===== src/rtl/ava_scanout_if.sv =====
// FIFO read-port bundle between the AVA pixel FIFO (slave side drives data)
// and the scanout engine (master side issues pops).
interface ava_scanout_if #(
  parameter int PIXEL_BITS = 12
) ();
  logic [PIXEL_BITS-1:0] fifo_rdata;
  logic                  fifo_empty;
  logic                  fifo_rd;

  modport master (input fifo_rdata, input fifo_empty, output fifo_rd);
  modport slave  (output fifo_rdata, output fifo_empty, input fifo_rd);
endinterface


===== src/rtl/ava_scanout.sv =====
// Video scanout: raster timing generator that pops FIFO pixels on visible
// pixel ticks and drives registered RGB/sync/DE to the output pins.
module ava_scanout #(
  parameter int H_VISIBLE   = 640,
  parameter int H_FRONT     = 16,
  parameter int H_SYNC      = 96,
  parameter int H_BACK      = 48,
  parameter int V_VISIBLE   = 480,
  parameter int V_FRONT     = 10,
  parameter int V_SYNC      = 2,
  parameter int V_BACK      = 33,
  parameter int CLK_DIV     = 4,
  parameter bit SYNC_ACTIVE = 1'b0,
  parameter int PIXEL_BITS  = 12
) (
  input  logic                  clk,
  input  logic                  reset_n,
  ava_scanout_if.master         fifo,
  output logic [PIXEL_BITS-1:0] rgb,
  output logic                  hsync,
  output logic                  vsync,
  output logic                  de,
  output logic                  frame_start,
  output logic                  underflow,
  input  logic                  underflow_clr
);

  localparam int H_TOTAL = H_VISIBLE + H_FRONT + H_SYNC + H_BACK;
  localparam int V_TOTAL = V_VISIBLE + V_FRONT + V_SYNC + V_BACK;
  localparam int H_W     = $clog2(H_TOTAL);
  localparam int V_W     = $clog2(V_TOTAL);
  localparam int HX_W    = H_W + 1;
  localparam int VX_W    = V_W + 1;
  localparam int DIV_W   = (CLK_DIV > 1) ? $clog2(CLK_DIV) : 1;

  localparam logic [DIV_W-1:0] DIV_LAST = DIV_W'(CLK_DIV - 1);
  localparam logic [H_W-1:0]   H_LAST   = H_W'(H_TOTAL - 1);
  localparam logic [V_W-1:0]   V_LAST   = V_W'(V_TOTAL - 1);
  // One extra bit so sync-end compares stay correct when a back porch is 0
  localparam logic [HX_W-1:0]  H_VIS    = HX_W'(H_VISIBLE);
  localparam logic [HX_W-1:0]  H_SS     = HX_W'(H_VISIBLE + H_FRONT);
  localparam logic [HX_W-1:0]  H_SE     = HX_W'(H_VISIBLE + H_FRONT + H_SYNC);
  localparam logic [VX_W-1:0]  V_VIS    = VX_W'(V_VISIBLE);
  localparam logic [VX_W-1:0]  V_SS     = VX_W'(V_VISIBLE + V_FRONT);
  localparam logic [VX_W-1:0]  V_SE     = VX_W'(V_VISIBLE + V_FRONT + V_SYNC);

  typedef enum logic {WAIT_FRAME = 1'b0, ACTIVE = 1'b1} state_t;

  state_t                state_q, state_d;
  logic [DIV_W-1:0]      div_q, div_d;
  logic [H_W-1:0]        h_cnt_q, h_cnt_d;
  logic [V_W-1:0]        v_cnt_q, v_cnt_d;
  logic [PIXEL_BITS-1:0] rgb_q, rgb_d;
  logic                  de_q, de_d;
  logic                  hsync_q, hsync_d;
  logic                  vsync_q, vsync_d;
  logic                  fifo_rd_q, fifo_rd_d;
  logic                  frame_start_q, frame_start_d;
  logic                  underflow_q, underflow_d;

  logic tick, visible, hs_pulse, vs_pulse, at_origin, pop, starve;
  logic [HX_W-1:0] h_ext;
  logic [VX_W-1:0] v_ext;

  // Timing decode
  always_comb begin
    h_ext     = {1'b0, h_cnt_q};
    v_ext     = {1'b0, v_cnt_q};
    tick      = (div_q == DIV_LAST);
    visible   = (h_ext < H_VIS) && (v_ext < V_VIS);
    hs_pulse  = (h_ext >= H_SS) && (h_ext < H_SE);
    vs_pulse  = (v_ext >= V_SS) && (v_ext < V_SE);
    at_origin = (h_cnt_q == '0) && (v_cnt_q == '0);
  end

  always_comb begin
    div_d   = tick ? '0 : div_q + 1'b1;
    h_cnt_d = h_cnt_q;
    v_cnt_d = v_cnt_q;
    if (tick) begin
      if (h_cnt_q == H_LAST) begin
        h_cnt_d = '0;
        v_cnt_d = (v_cnt_q == V_LAST) ? '0 : v_cnt_q + 1'b1;
      end else begin
        h_cnt_d = h_cnt_q + 1'b1;
      end
    end
  end

  // FSM: state register
  always_ff @(posedge clk or negedge reset_n) begin
    if (!reset_n) state_q <= WAIT_FRAME;
    else          state_q <= state_d;
  end

  // FSM: next state
  always_comb begin
    state_d = state_q;
    if (state_q == WAIT_FRAME && tick && at_origin && !fifo.fifo_empty)
      state_d = ACTIVE;
  end

  // FSM: outputs. Using state_d lets the (0,0) pixel that starts a frame be served.
  always_comb begin
    pop    = tick && visible && (state_d == ACTIVE) && !fifo.fifo_empty;
    starve = tick && visible && (state_d == ACTIVE) &&  fifo.fifo_empty;

    rgb_d         = rgb_q;
    de_d          = de_q;
    hsync_d       = hsync_q;
    vsync_d       = vsync_q;
    fifo_rd_d     = pop;
    frame_start_d = tick && at_origin;
    if (tick) begin
      rgb_d   = pop ? fifo.fifo_rdata : '0;
      de_d    = pop;
      hsync_d = hs_pulse ? SYNC_ACTIVE : ~SYNC_ACTIVE;
      vsync_d = vs_pulse ? SYNC_ACTIVE : ~SYNC_ACTIVE;
    end

    // A new starve event wins over a clear in the same cycle
    if (starve)             underflow_d = 1'b1;
    else if (underflow_clr) underflow_d = 1'b0;
    else                    underflow_d = underflow_q;
  end

  always_ff @(posedge clk or negedge reset_n) begin
    if (!reset_n) begin
      div_q         <= '0;
      h_cnt_q       <= '0;
      v_cnt_q       <= '0;
      rgb_q         <= '0;
      de_q          <= 1'b0;
      hsync_q       <= ~SYNC_ACTIVE;
      vsync_q       <= ~SYNC_ACTIVE;
      fifo_rd_q     <= 1'b0;
      frame_start_q <= 1'b0;
      underflow_q   <= 1'b0;
    end else begin
      div_q         <= div_d;
      h_cnt_q       <= h_cnt_d;
      v_cnt_q       <= v_cnt_d;
      rgb_q         <= rgb_d;
      de_q          <= de_d;
      hsync_q       <= hsync_d;
      vsync_q       <= vsync_d;
      fifo_rd_q     <= fifo_rd_d;
      frame_start_q <= frame_start_d;
      underflow_q   <= underflow_d;
    end
  end

  assign rgb          = rgb_q;
  assign de           = de_q;
  assign hsync        = hsync_q;
  assign vsync        = vsync_q;
  assign fifo.fifo_rd = fifo_rd_q;
  assign frame_start  = frame_start_q;
  assign underflow    = underflow_q;

endmodule

===== src/flat_wrapper.sv =====
// flat-port wrapper written by rule: the top's interface ports become plain ports
module ava_scanout_flat 
#(
  parameter int H_VISIBLE   = 640,
  parameter int H_FRONT     = 16,
  parameter int H_SYNC      = 96,
  parameter int H_BACK      = 48,
  parameter int V_VISIBLE   = 480,
  parameter int V_FRONT     = 10,
  parameter int V_SYNC      = 2,
  parameter int V_BACK      = 33,
  parameter int CLK_DIV     = 4,
  parameter bit SYNC_ACTIVE = 1'b0,
  parameter int PIXEL_BITS  = 12
)
  (clk, reset_n, rgb, hsync, vsync, de, frame_start, underflow, underflow_clr, fifo_fifo_rdata, fifo_fifo_empty, fifo_fifo_rd);
  ava_scanout_if #(.PIXEL_BITS(PIXEL_BITS)) fifo_i ();
  input  logic clk;
  input  logic reset_n;
  output logic [PIXEL_BITS-1:0] rgb;
  output logic hsync;
  output logic vsync;
  output logic de;
  output logic frame_start;
  output logic underflow;
  input  logic underflow_clr;
  input wire logic [$bits(fifo_i.fifo_rdata)-1:0] fifo_fifo_rdata;
  input wire logic [$bits(fifo_i.fifo_empty)-1:0] fifo_fifo_empty;
  output wire logic [$bits(fifo_i.fifo_rd)-1:0] fifo_fifo_rd;
  assign fifo_i.fifo_rdata = fifo_fifo_rdata;
  assign fifo_i.fifo_empty = fifo_fifo_empty;
  assign fifo_fifo_rd = fifo_i.fifo_rd;
  ava_scanout #(.H_VISIBLE(H_VISIBLE), .H_FRONT(H_FRONT), .H_SYNC(H_SYNC), .H_BACK(H_BACK), .V_VISIBLE(V_VISIBLE), .V_FRONT(V_FRONT), .V_SYNC(V_SYNC), .V_BACK(V_BACK), .CLK_DIV(CLK_DIV), .SYNC_ACTIVE(SYNC_ACTIVE), .PIXEL_BITS(PIXEL_BITS)) u_core (.clk(clk), .reset_n(reset_n), .fifo(fifo_i), .rgb(rgb), .hsync(hsync), .vsync(vsync), .de(de), .frame_start(frame_start), .underflow(underflow), .underflow_clr(underflow_clr));
endmodule

===== config.mk =====
export PLATFORM = sky130hd
export DESIGN_NAME = ava_scanout_flat
export DESIGN_NICKNAME = d
export VERILOG_FILES = /design/src/rtl/ava_scanout_if.sv /design/src/rtl/ava_scanout.sv /design/src/flat_wrapper.sv
export SDC_FILE = /design/constraint.sdc
export NUM_CORES = 1
export LEC_CHECK = 0
export BUFFER_PORTS_ARGS = -buffer_cell sky130_fd_sc_hd__buf_4
export CORE_AREA = 2 2 65 67
export CTS_CLUSTER_SIZE = 25
export DETAILED_ROUTE_END_ITERATION = 12
export DIE_AREA = 0 0 67 69
export HOLD_SLACK_MARGIN = 0.03
export PLACE_DENSITY = 0.76
export SLEW_MARGIN = 20
export SYNTH_ARGS = -nofsm -noshare
export SYNTH_HDL_FRONTEND = slang
export SYNTH_SLANG_ARGS = --single-unit
export TNS_END_PERCENT = 50

===== constraint.sdc =====
create_clock -name clk -period 2.4 [get_ports clk]
set_input_delay 0.48 -clock clk [delete_from_list [all_inputs] [get_ports clk]]
set_output_delay 0.48 -clock clk [all_outputs]
set_load 0.01 [all_outputs]

**Yosys cells after proc, flatten, opt, wreduce, memory -nomap -nowiden**

Cells that the tools add are included.

- Multipliers: 0
- Muxes and demuxes: 9
- Divide/modulo/power cells: 0
- $add $sub $neg: 3
- $lt $le $gt $ge: 6
- Bitwise gates (word level): 1
- Shift-type cells: 0
- Reductions and logical operators: 17
- Equal/unequal tests: 3

Operator list:

| kind | count |
|---|---|
| adder 10 x 1 -> 10 bit, second input constant | 2 |
| == test 10 bit, second input constant | 2 |
| logical NOT 10 bit | 2 |
| less-than comparator 10 bit, second input constant | 2 |
| less-than comparator 10 x 9 -> 1 bit, second input constant | 2 |
| 2-to-1 mux 10 bit | 2 |
| logical AND 1 bit | 12 |
| 2-to-1 mux 12 bit | 1 |
| >= comparator 10 bit, second input constant | 1 |
| >= comparator 10 x 9 -> 1 bit, second input constant | 1 |
| 2-to-1 mux 1 bit | 5 |
| adder 2 x 1 -> 2 bit, second input constant | 1 |
| == test 2 bit, second input constant | 1 |
| 2-to-1 mux 2 bit | 1 |
| AND reduction 2 bit | 1 |
| nonzero test 2 bit | 1 |
| logical NOT 1 bit | 1 |
| NOT 1 bit | 1 |

- Memories kept: 0
- Memory bits (read-only): 0
- Latch bits: 0
- Flip-flop bits (word level): 41
- RAM bits: 0
- Output and inout bits: 18

**Longest topological paths before layout**

- Depth in word-level cells: 8
- Gate-level depth with buffers: 7

**Worst setup path after synthesis**

No wires, ideal clock.

- Kind: reg-to-reg
- Start: register u_core.v_cnt_q[0]
- End: register u_core.rgb_q[0], in the netlist u_core.rgb[0]
- Cell stages (with the launch flop): 8
- Data arrival time: 1735 ps
- Path slack: 583 ps
- Library setup time: 81 ps
- Required time: 2319 ps
- Clock period less this slack: 1817 ps
- Path through: dfrtp_1 > inv_1 > ha_1 > nor3b_1 > nor3b_1 > a41oi_4 > buf_6 > o22ai_2

- Longest elaborated chain between the ends: 8
- Elaborated cells on any way between the ends: 11
- Those cells by class: 1 x order compare; 2 x mux; 8 x reduce/logical

RTL lines:

| element | line | text |
|---|---|---|
| from (decl) | ava_scanout.sv:52 | `logic [V_W-1:0] v_cnt_q, v_cnt_d;` |
| from (signal assigned) | ava_scanout.sv:142 | `v_cnt_q <= v_cnt_d;` |
| parallel branches: the longest is 5 deep, another holds less-than comparator 10 x 9 -> 1 bit | - |  |
| logical AND 1 bit * (2 in series) | ava_scanout.sv:105 | `pop = tick && visible && (state_d == ACTIVE) && !fifo.fifo_empty;` |
| 2-to-1 mux 12 bit * | ava_scanout.sv:115 | `rgb_d = pop ? fifo.fifo_rdata : '0;` |
| to (signal assigned) | ava_scanout.sv:143 | `rgb_q <= rgb_d;` |
| to (decl) | ava_scanout.sv:53 | `logic [PIXEL_BITS-1:0] rgb_q, rgb_d;` |

Every way passes the cells marked *.
A chain may end at the register's enable or synchronous reset.

**Worst setup path after layout**

Ends and elaborated chain as after synthesis.

==> flow_summary.json <==
{
  "status": "complete, no violations",
  "worstPathCellList": "inv_1 > ha_1 > nor3b_1 > nor3b_1 > a41oi_4 > buf_4 > o22ai_2",
  "synth-xor-area-share_pct": 4.24,
  "path_max_fanout": 12,
  "slew_violations": 0,
  "min_path_type": "input port to async pin",
  "nets": 249,
  "synth_edf_count": 0,
  "synth_flop_cell": "dfrtp_1",
  "clkTransAtPathRegs_ns": 0.08,
  "start_kind": "register",
  "rsz0062_at_grt": "no",
  "syn_inst": 191,
  "first_global_vias": 1567,
  "async_flop_share_pct": 100,
  "cap_viol_max_count": 0,
  "ys_seq_elements": 41,
  "power.density_nw_per_um2": 492,
  "synth_top_family_by_area": "simple AND/OR/NAND/NOR gates",
  "fin_cells": 277,
  "antenna_found_initial": 0,
  "path_buf_inv": 2,
  "port_buffers": 33,
  "grt.total_usage_pct": 19.9,
  "nFillCells": 359,
  "yosysSeqAreaShare_pct": 49.8,
  "cts_resized": 0,
  "period_minus_slack_ns": 2.05,
  "drt-initial-drc-count": 52,
  "synth.avg_cell_area_um2": 10.8,
  "place_area_um2": 2370,
  "insertion_delay_ns": 0.30,
  "drcViolationCount": 0,
  "synth_fa_ha_area_share_pct": 3.64,
  "syn_area_um2": 2060,
  "die_area_um2": 4620,
  "grt_pass1_wl_um": 7080,
  "required_ns": 2.61,
  "cts.sinks": 41,
  "p_leak_nw": 1.13,
  "synthSimpleGateAreaFrac_pct": 20.1,
  "dp.cells": 270,
  "drtPass1Iterations": 4,
  "finish.utilization_pct": 62.6,
  "synthToLayoutAreaGrowth_pct": 18.6,
  "max-slew-margin-rel_pct": 61.3,
  "place_hpwl_um": 2850,
  "cp_common_cell": "nor3b_1",
  "synth_compound_gate_area_share_pct": 15.6,
  "drt_wl_total_um": 4050,
  "fin_crit_sh_pct": 85.3,
  "critical_path_class": "register to register",
  "fmax_ghz": 0.489,
  "root_buffer": "clkbuf_8",
  "die_w_um": 67,
  "drive_gt1_share_pct": 27.8,
  "core_region_area_um2": 3910,
  "rows": 23,
  "syn-num-nets": 213,
  "cts_tree": "built",
  "insertedDiodeCount": 0,
  "gp_congestion": 0.799,
  "finalSetupTns_ns": 0,
  "grt_overflow": 0,
  "fp.dieH_um": 69,
  "synth_cell_types": 43,
  "end_kind": "register",
  "slowest_delay_ns": 0.42,
  "vias": 1549,
  "setup_viol": 0,
  "numCtsBuffers": 5,
  "cts-htree-levels": 2,
  "cp.arrival_ns": 2.26,
  "irDropWorstVdd_mv": 0.411,
  "cp_slowest_cell": "nor3b_1",
  "viasPerCell": 5.59,
  "ios": 34,
  "skew_ns": 0.0141,
  "muxShareOfSynthArea_pct": 1.03,
  "ctsHoldBuffers": 0,
  "ant_nets": 0,
  "grt_max_degree": 42,
  "finalHoldViolCount": 0,
  "cts_setup_buffers": 0,
  "fin_area_um2": 2450,
  "wl_per_cell_um": 14.6,
  "worstMarginPinSlew_ns": 0.576,
  "ctsLongestPathBuffers": 2,
  "cp_top_family": "simple AND/OR/NAND/NOR gates",
  "synth_warnings": 0,
  "floorplan.initialDensity_pct": 52.7,
  "whs_ns": 0.154
}
## cell usage in the layout, fill, tap and decap left out, types with 2 or more instances in the layout
cell type	Yosys	final
and2_1	2	2
nand3_1	17	17
dfrtp_1	39	39
nor3b_1	2	2
nor3_1	2	2
buf_4	0	37
o22ai_2	10	10
a21o_1	2	2
xnor2_1	8	8
nor2_1	8	8
and3_1	4	4
xor2_1	2	2
dfstp_2	2	2
nand4_1	8	8
ha_1	6	6
a21oi_1	3	3
and4_1	5	5
nand2_1	10	10
clkbuf_8	0	5
a31oi_1	2	2
o21ai_0	7	7
o22ai_1	4	4
inv_1	20	20
## cells by family after synthesis
kind of cell,Yosys count
mux,2
xor+xnor,10
simple gates,68
compound gates,36
fa+ha+maj,6
flops,41
buf+inv,28
## synth_stat cells (all sizes together), types with 4 or more instances
cell type,number,area share (%)
nand3,17,4.1
nand2,10,1.8
and3,4,1.2
clkbuf,5,0.91
o22ai,14,7.3
nand4,8,2.4
xnor2,8,3.4
nor2,8,1.5
o21ai,7,1.7
and4,5,2.1
inv,20,3.6
ha,6,3.6
dfrtp,39,47
## metrics by stage
step | setup WS (ns) | total power, mW
3_5_place_dp | 0.383 | 0.798
5_1_grt | 0.168 | 1.26
2_1_floorplan | 0.583 | 0.746
3_3_place_gp | 0.436 | 0.796
4_1_cts | 0.339 | 1.21
6_report | 0.354 | 1.20
## sequential cells by signal, summed over array words and instances, names as in the netlist
| name | flops |
|---|---|
| u_core.v_cnt_q | 10 |
| u_core.underflow | 1 |
| u_core.h_cnt_q | 10 |
| u_core.fifo.fifo_rd | 1 |
| u_core.vsync | 1 |
| u_core.state_q | 1 |
| u_core.frame_start | 1 |
| u_core.rgb | 12 |
| u_core.hsync | 1 |
| u_core.de | 1 |
| u_core.div_q | 2 |
## report_power, final
part           switching [mW]  total [mW]  internal [mW]
clock                   0.224       0.422          0.198
sequential            0.00642       0.707          0.701
combinational          0.0367      0.0755         0.0388
## worst paths after layout
kind	start	slack [ns]	cells after the start	to
worst max-delay path	u_core.v_cnt_q[0]$_DFFE_PN0P_	0.35	7	u_core.rgb[0]$_DFFE_PN0N_
worst min-delay path	reset_n	0.15	1	u_core.v_cnt_q[4]$_DFFE_PN0P_
max in group asynchronous	reset_n	1.88	1	u_core.vsync$_DFFE_PN1N_
worst min register to register	u_core.div_q[0]$_DFF_PN0_	0.44	1	u_core.div_q[0]$_DFF_PN0_
min in group clk	underflow_clr	0.36	2	u_core.underflow$_DFFE_PN0P_
worst max register to register	u_core.v_cnt_q[0]$_DFFE_PN0P_	0.35	7	u_core.rgb[0]$_DFFE_PN0N_
## cell type report
type / count / area (µm²) / share of cell area [%]
Timing Repair Buffer: 37 / 278 / 11.3
Multi-Input combinational cell: 122 / 927 / 37.9
Clock buffer: 6 / 72.6 / 2.96
Clock inverter: 1 / 5.00 / 0.204
Inverter: 20 / 75.1 / 3.07
Tap cell: 50 / 62.6 / 2.55
Sequential cell: 41 / 1030 / 42.0
## routing by layer
| metal | track usage [%] | vias up | part of all wire [%] |
|---|---|---|---|
| li1 | - | 760 | - |
| met1 | 27.5 | 753 | 47 |
| met2 | 29.8 | 30 | 48 |
| met3 | 6.04 | 6 | 4.3 |
| met4 | 6.12 | 0 | 1.2 |
| met5 | 0 | - | 0 |
Power figures use the tool's default switching activity.
